**src/rtl/logarithm_pkg.sv**
```systemverilog
// Shared defaults and sample types for the per-filter log2 compressor.
// The LOG_ROUND_EN macro selects round-to-nearest mantissa handling in
// log2_lane; when it is undefined the mantissa is truncated.
package logarithm_pkg;

    localparam int DATA_WIDTH  = 16;
    localparam int LOG_WIDTH   = 8;
    localparam int FRAC_BITS   = 3;
    localparam int NUM_FILTERS = 26;

    // Floor for non-positive energies and ceiling for large ones.
    localparam int LOG_MIN = -(2 ** (LOG_WIDTH - 1));
    localparam int LOG_MAX = (2 ** (LOG_WIDTH - 1)) - 1;

    typedef logic signed [DATA_WIDTH-1:0] mel_t;
    typedef logic signed [LOG_WIDTH-1:0]  log_t;

endpackage

```
**src/rtl/log2_lane.sv**
```systemverilog
// One combinational log2 lane: leading-one detect, mantissa extraction
// below the leading one, optional round-to-nearest (LOG_ROUND_EN),
// saturation to the positive maximum, and a floor for x <= 0.
module log2_lane
    import logarithm_pkg::*;
#(
    parameter int DATA_WIDTH = logarithm_pkg::DATA_WIDTH,
    parameter int LOG_WIDTH  = logarithm_pkg::LOG_WIDTH,
    parameter int FRAC_BITS  = logarithm_pkg::FRAC_BITS
) (
    input  logic signed [DATA_WIDTH-1:0] x,
    output logic signed [LOG_WIDTH-1:0]  l
);

    localparam int KW = $clog2(DATA_WIDTH);
    localparam logic [31:0] LMAX = (32'd1 << (LOG_WIDTH - 1)) - 32'd1;

`ifdef LOG_ROUND_EN
    // One extra bit below the mantissa field carries the rounding decision.
    localparam int EW = DATA_WIDTH + FRAC_BITS + 1;
    localparam int FW = FRAC_BITS + 1;
`else
    localparam int EW = DATA_WIDTH + FRAC_BITS;
    localparam int FW = FRAC_BITS;
`endif

    logic [KW-1:0] k;
    logic [EW-1:0] ext;
    logic [FW-1:0] field;
    logic [31:0]   val;
    logic          non_pos;

    // Leading-one position; the sign bit is excluded since x > 0 when used.
    always_comb begin
        k = '0;
        for (int b = 0; b < DATA_WIDTH - 1; b++) begin
            if (x[b]) k = KW'(b);
        end
    end

    // Mantissa bits just below the leading one, zero-padded at the bottom,
    // then the fixed-point sum k*2^FRAC_BITS + f (a rounding carry
    // naturally propagates into the integer part).
    always_comb begin
        ext     = {x, {(EW - DATA_WIDTH){1'b0}}};
        field   = FW'(ext >> k);
        non_pos = x[DATA_WIDTH-1] || (x == '0);
`ifdef LOG_ROUND_EN
        val = (32'(k) << FRAC_BITS) + ((32'(field) + 32'd1) >> 1);
`else
        val = (32'(k) << FRAC_BITS) + 32'(field);
`endif
        if (non_pos) begin
            l = {1'b1, {(LOG_WIDTH - 1){1'b0}}};
        end else if (val > LMAX) begin
            l = LMAX[LOG_WIDTH-1:0];
        end else begin
            l = val[LOG_WIDTH-1:0];
        end
    end

endmodule

```
**src/rtl/logarithm.sv**
```systemverilog
// Parallel log2 compressor between the mel filterbank and the DCT.
// Results pass through combinationally while mel_valid is high; a hold
// register per lane keeps the last valid result visible otherwise.
// Optional macro: LOG_ROUND_EN (round-to-nearest mantissa in each lane).
module logarithm
    import logarithm_pkg::*;
#(
    parameter int DATA_WIDTH  = logarithm_pkg::DATA_WIDTH,
    parameter int LOG_WIDTH   = logarithm_pkg::LOG_WIDTH,
    parameter int NUM_FILTERS = logarithm_pkg::NUM_FILTERS,
    parameter int FRAC_BITS   = logarithm_pkg::FRAC_BITS
) (
    input  logic                        clk,
    input  logic                        rst,
    input  logic signed [DATA_WIDTH-1:0] mel_in [0:NUM_FILTERS-1],
    input  logic                        mel_valid,
    output logic signed [LOG_WIDTH-1:0]  log_out [0:NUM_FILTERS-1],
    output logic                        log_valid
);

    logic signed [LOG_WIDTH-1:0] lane_l   [0:NUM_FILTERS-1];
    logic signed [LOG_WIDTH-1:0] hold_reg [0:NUM_FILTERS-1];

    // Valid is suppressed while reset is asserted.
    assign log_valid = mel_valid & ~rst;

    generate
        for (genvar gi = 0; gi < NUM_FILTERS; gi++) begin : g_lane
            log2_lane #(
                .DATA_WIDTH(DATA_WIDTH),
                .LOG_WIDTH (LOG_WIDTH),
                .FRAC_BITS (FRAC_BITS)
            ) u_lane (
                .x(mel_in[gi]),
                .l(lane_l[gi])
            );

            // Capture the lane result on valid cycles; reset has priority.
            always_ff @(posedge clk) begin
                if (rst) begin
                    hold_reg[gi] <= '0;
                end else if (mel_valid) begin
                    hold_reg[gi] <= lane_l[gi];
                end
            end

            assign log_out[gi] = mel_valid ? lane_l[gi] : hold_reg[gi];
        end
    endgenerate

endmodule

```
**config.mk**
```make
export PLATFORM = sky130hd
export DESIGN_NAME = logarithm
export DESIGN_NICKNAME = d
export VERILOG_FILES = /design/src/rtl/logarithm_pkg.sv /design/src/rtl/log2_lane.sv /design/src/rtl/logarithm.sv
export SDC_FILE = /design/constraint.sdc
export NUM_CORES = 1
export LEC_CHECK = 0
export BUFFER_PORTS_ARGS = -buffer_cell sky130_fd_sc_hd__buf_2
export CORE_AREA = 2 2 246 248
export CTS_CLUSTER_SIZE = 16
export DETAILED_ROUTE_END_ITERATION = 7
export DIE_AREA = 0 0 248 250
export PLACE_DENSITY = 0.67
export SLEW_MARGIN = 40
export SYNTH_ARGS = -nofsm -noshare
export SYNTH_HDL_FRONTEND = slang
export SYNTH_SLANG_ARGS = --single-unit
```
**constraint.sdc**
```tcl
create_clock -name clk -period 6.5 [get_ports clk]
set_clock_uncertainty 0.1 [all_clocks]
set_input_delay 1.3 -clock clk [delete_from_list [all_inputs] [get_ports clk]]
set_output_delay 1.3 -clock clk [all_outputs]
set_load 0.005 [all_outputs]
```
==> impl_results.md, run 1 <==
* Yosys top cell by area: edfxtp_1
* Clk slew on worst S/H paths at around 0.07 ns
* Syn nets at between 3000 and 4000
* Nets at approximately 4300
* Total Wirelength at around 96000 um
* Root Driver: clkbuf_16
* Max FFs per register at 208
* Die Ht at roughly 250 um
* Port bufs at approximately 630
* Total die area at 62000 um^2
* Final Setup Violations at 0
* Min cycle time layout at 5.50 ns
* CP cell instances: buf_2 > nor3_1 > and2_0 > a41oi_1 > nand2_1 > a2111oi_0 > o32ai_1 > o21ai_1 > buf_2
* Hold-fix buffers, CTS at 0
* Synth Area per Inst at about 7.6 um^2
* Fill count at 5974
* ANT nets after route at 0
* Worst-case clock buffer depth at 3
* Post-synth EDFFs at between 200 and 250
* DR iter-0 viols at between 2000 and 3000
* Most frequent cells in the layout: 625 x buf_2, 415 x nor2_1, 221 x nand2_1
* Max Slew Vio Count at 0
* Crit path kind: in2out
* Switching share of total power at 34.8%
* Switch Pwr at 1720 uW
* CP required at between 5 and 6 ns
* Power density over cell area at 164 nW/um^2
* FP Rows at 90
* Fraction of layout cells with a size suffix above 1 at between 20% and 30%
* Initial Util at 42.9%
* Flops & latches, synth at ~210
* Vias in the first global route at between 20000 and 30000
* Crit path arrival time at 4.10 ns
* Worst path slowest cell: o32ai_1
* Hold crit path type: in2reg
* Internal Power at 3220 uW
* Sequential share of power at between 30% and 40%
* Sum Neg Setup Slack at 0 ns
* Most common cell after layout, fill and taps aside: buf_2
* Combinational share of power at 34.6%
* CP Max Fanout at 18
* Slew margin rel. at 42.8%
* Hold Fails Final Rpt at 0
* GRT Total Usage at 28.9%
* Main synth FF type: edfxtp_1
* Ys async rst share at 0%
* Global-route wire length before repair at around 150000 um
* Setup slack at placement at 0.987 ns
* Final period utilization at 84.6%
* Die W at between 200 and 250 um
* Status: completed
* Drt via density at roughly 6.4
* Core ar. at around 60000 um^2
* CP Capture Type: output port
* Yosys warns at 0
* Most used cell, CP: buf_2
* CP peak stage delay at slightly below 0.7 ns
* RSZ-0062 raised after global routing: no
* Clock share of power at between 30% and 40%
* Mapped Cells at ~3400
* Post-synthesis cell area at 25600 um^2
* CP Launch Type: primary input
* CTS tree: done
* Post-CTS Resized at 0
* Pin count of the biggest net entering global routing at about 140
* H-tree levels at 1
* Setup slack after layout at roughly 1.0 ns
* Dominant cells by area after synthesis: edfxtp_1 24%, nor2_1 6.1%, mux2i_1 5.6%
* Vias post-DR at ~30000
* Worst slew pin tran at 0.837 ns
* Post-CTS setup buffers at 0
* RD Place Congestion at slightly below 1
* CTS Buf Count at 26
* Wire per inst at 20.5 um
* Worst VDD drop at 186 uV
* Antenna violations before repair at 35
* Bufs and invs on worst path at 2
* Max Cap Viol at 0
* P_leak at 0.0122 uW
* Yosys top cell area share at 24.4%
* Sequential fraction of the synthesis area at between 20% and 30%
* DRT Pass-1 Iters at 6
* CTS Sinks at roughly 210
* Number of top-level pins at 628
* Overflow after GRT at 0
* DRC errors left at 0
* Critical path's top delay family: compound AO/OA/AOI/OAI gates
* Highest clock rate at 182 MHz
* DPL Wire Length at between 70000 and 80000 um
* Area growth from synthesis to layout at 17.7%
* Post-synth cell types at 100
synthesized netlist by cell type, types with 77 or more instances:
cell       number
nor3_1        145
a211oi_1      122
nor2b_1        94
o21a_1         77
o31ai_1        77
inv_1         202
a21oi_1       175
nor2_1        415
o2bb2ai_1      77
mux2i_1       143
o21ai_0       160
nand2_1       221
edfxtp_1      208
nand3_1        80
clkbuf_1      159
area by class of cell:
type | count | area (um^2) | area share, %
Inverter | 204 | 771 | 2.56
Tap cell | 782 | 978 | 3.25
Antenna cell | 30 | 75.1 | 0.250
Multi-Input combinational cell | 2757 | 17800 | 59.1
Sequential cell | 208 | 6250 | 20.8
Clock buffer | 30 | 687 | 2.28
Clock inverter | 18 | 245 | 0.815
Timing Repair Buffer | 646 | 3300 | 11.0
kinds of logic (layout without fill, tap and decap cells):
| kind of cell | count (synthesis) | in the layout | share of synthesized area (%) |
|---|---|---|---|
| AOI/OAI and AO/OA | 1330 | 1330 | 38.3 |
| and+or+nand+nor | 1246 | 1246 | 23.7 |
| buffers and inverters | 404 | 898 | 6.20 |
| DFF | 208 | 208 | 24.4 |
| muxes | 181 | 181 | 7.36 |
| other | 0 | 30 | 0 |
power groups by stage:
stage          Combinational, uW  Sequential [uW]  Clock, uW
3_3_place_gp                1670             1640          0
5_1_grt                     1860             1630       1680
6_report                    1710             1620       1610
4_1_cts                     1680             1620       1640
3_5_place_dp                1670             1650          0
2_1_floorplan               1020             1640          0
routing by layer:
| layer | up-vias | part of all wire (%) | track usage, % |
|---|---|---|---|
| met4 | 14 | 4.6 | 13.3 |
| met5 | - | 0.10 | 0 |
| met3 | 237 | 7.7 | 4.23 |
| li1 | 14200 | - | - |
| met2 | 1337 | 46 | 45.6 |
| met1 | 14200 | 42 | 38.7 |
worst paths after layout:
| kind | from | to | slack, ns | cells after the start |
|---|---|---|---|---|
| hold / removal | mel_in[415] | hold_reg[0][6] | 0.96 | 2 |
| setup / recovery | mel_in[238] | log_out[113] | 1.00 | 9 |
stage by stage:
| stage | utilization (%) | hold slack (ns) | instance area (um^2) | power [uW] | cells |
|---|---|---|---|---|---|
| global route | 50.5 | 0.959 | 30100 | 5170 | 4674 |
| finish | 50.5 | 0.961 | 30100 | 4940 | 4675 |
| CTS | 50.3 | 0.930 | 30000 | 4940 | 4645 |
| detailed placement | 48.8 | 1.52 | 29000 | 3320 | 4597 |
| floorplan | - | 1.40 | 25600 | 2660 | 3369 |
| global placement | 48.7 | 1.52 | 29000 | 3310 | 4596 |
Note: power is estimated with default switching activity, not from simulation.
==> inputs of run 2 (changes only) <==
==> constraint.sdc (replaced) <==
create_clock -name clk -period 5.6 [get_ports clk]
set_clock_uncertainty 0.1 [all_clocks]
set_input_delay 1.12 -clock clk [delete_from_list [all_inputs] [get_ports clk]]
set_output_delay 1.12 -clock clk [all_outputs]
set_load 0.005 [all_outputs]
==> impl_results.md, run 2 (synthesized netlist as in run 1, its figures left out) <==
* CP peak stage delay at 0.56 ns
* Failing checks: design-rule violations
* Number of top-level pins at 628
* Root Driver: clkbuf_16
* Crit path kind: in2out
* Vias post-DR at 29900
* Area growth from synthesis to layout at 18.0%
* Worst path slowest cell: o32ai_1
* RD Place Congestion at roughly 0.99
* Worst VDD drop at 207 uV
* H-tree levels at 1
* CP Capture Type: output port
* Clock share of power at about a third
* DR iter-0 viols at 2744
* P_leak at ~0.012 uW
* FP Rows at 90
* Switching share of total power at approximately a third
* Max Slew Vio Count at 0
* Worst slew pin tran at just over 0.8 ns
* DPL Wire Length at between 70000 and 80000 um
* Hold-fix buffers, CTS at 0
* Hold Fails Final Rpt at 0
* Die Ht at between 200 and 300 um
* RSZ-0062 raised after global routing: no
* Port bufs at around 630
* Clk slew on worst S/H paths at around 0.060 ns
* Post-CTS setup buffers at 0
* Slew margin rel. at between 40% and 50%
* Sum Neg Setup Slack at 0 ns
* Drt via density at 6.38
* DRT Pass-1 Iters at 8
* Overflow after GRT at 0
* GRT Total Usage at a little under 30%
* Bufs and invs on worst path at 3
* Total Wirelength at around 100000 um
* Vias in the first global route at roughly 27000
* Sequential share of power at 32.7%
* Final period utilization at between 90% and 100%
* Most frequent cells in the layout: 625 x buf_2, 415 x nor2_1, 221 x nand2_1
* Wire per inst at 20.8 um
* Combinational share of power at about a third
* Min cycle time layout at a little over 5 ns
* Switch Pwr at between 1500 and 2000 uW
* Worst-case clock buffer depth at 3
* Max FFs per register at 208
* Status: finished with violations
* Setup slack after layout at around 0.52 ns
* Post-Place Cells at 4605
* Die W at 248 um
* Final std cells w/o fill at about 4700
* CP Launch Type: primary input
* Hold crit path type: in2reg
* DRC errors left at 16
* Core ar. at approximately 60000 um^2
* Most used cell, CP: buf_2
* Post-CTS Resized at 0
* Nets at around 4300
* CTS Buf Count at 27
* Fraction of layout cells with a size suffix above 1 at between 20% and 30%
* Crit path arrival time at around 3.9 ns
* Setup slack at placement at roughly 0.57 ns
* Initial Util at ~43%
* ANT nets after route at 0
* CTS tree: done
* CP required at 4.38 ns
* Antenna violations before repair at 34
* Global-route wire length before repair at 149000 um
* CP Max Fanout at 18
* Power density over cell area at 190 nW/um^2
* Total die area at between 60000 and 70000 um^2
* Pin count of the biggest net entering global routing at 92
* CTS Sinks at 208
* Most common cell after layout, fill and taps aside: buf_2
* Critical path's top delay family: simple AND/OR/NAND/NOR gates
* Highest clock rate at 197 MHz
* Max Cap Viol at 0
* Internal Power at approximately 3700 uW
* Final Setup Violations at 0
* CP cell instances: buf_2 > nor3_1 > and2_0 > a41oi_1 > nand2_1 > a2111oi_0 > o32ai_1 > buf_4 > o21ai_1 > buf_2
[run 2: cell types whose count changed in the layout (fill, tap and decap cells not counted), sizes merged]
cell      previous run  this run
buf                646       655
diode               30        34
clkinvlp             0         1
clkinv              12        10
clkbuf              30        31
inv                204       203
[run 2: layer usage]
layer	vias up	part of all wire, %	track usage [%]	routed length (um)
met5	-	0.061	0	59
met4	10	4.3	13.7	4200
met3	229	7.7	4.32	7540
met2	1453	45	45.9	44100
met1	14000	43	39.6	41500
li1	14200	-	-	-
[run 2: layout make-up]
cell class / count / area (um^2)
Multi-Input combinational cell: 2757 / 17700
Clock inverter: 16 / 228
Sequential cell: 208 / 6250
Tap cell: 782 / 978
Antenna cell: 34 / 85.1
Fill cell: 6002 / 29400
Inverter: 204 / 771
Clock buffer: 31 / 691
Timing Repair Buffer: 655 / 3410
[run 2: final timing paths]
kind	startpoint	to	slack [ns]	cells past startpoint
setup / recovery	mel_in[238]	log_out[113]	0.52	10
hold / removal	mel_in[335]	hold_reg[0][46]	0.79	2
[run 2: through the flow]
step	cell area [um^2]	hold slack (ns)	utilization [%]	power, uW
after floorplan	25600	1.22	-	3090
after global placement	29100	1.34	48.9	3860
after detailed placement	29100	1.35	48.9	3860
after CTS	30000	0.757	50.4	5740
after global routing	30100	0.776	50.6	6010
final	30200	0.790	50.6	5740
[run 2: power by group through the flow]
stage	Sequential, uW	Combinational, uW	Clock [uW]
after floorplan	1910	1180	0
after global placement	1910	1950	0
after detailed placement	1910	1950	0
after CTS	1880	1960	1900
after global routing	1890	2170	1950
final	1880	2000	1860
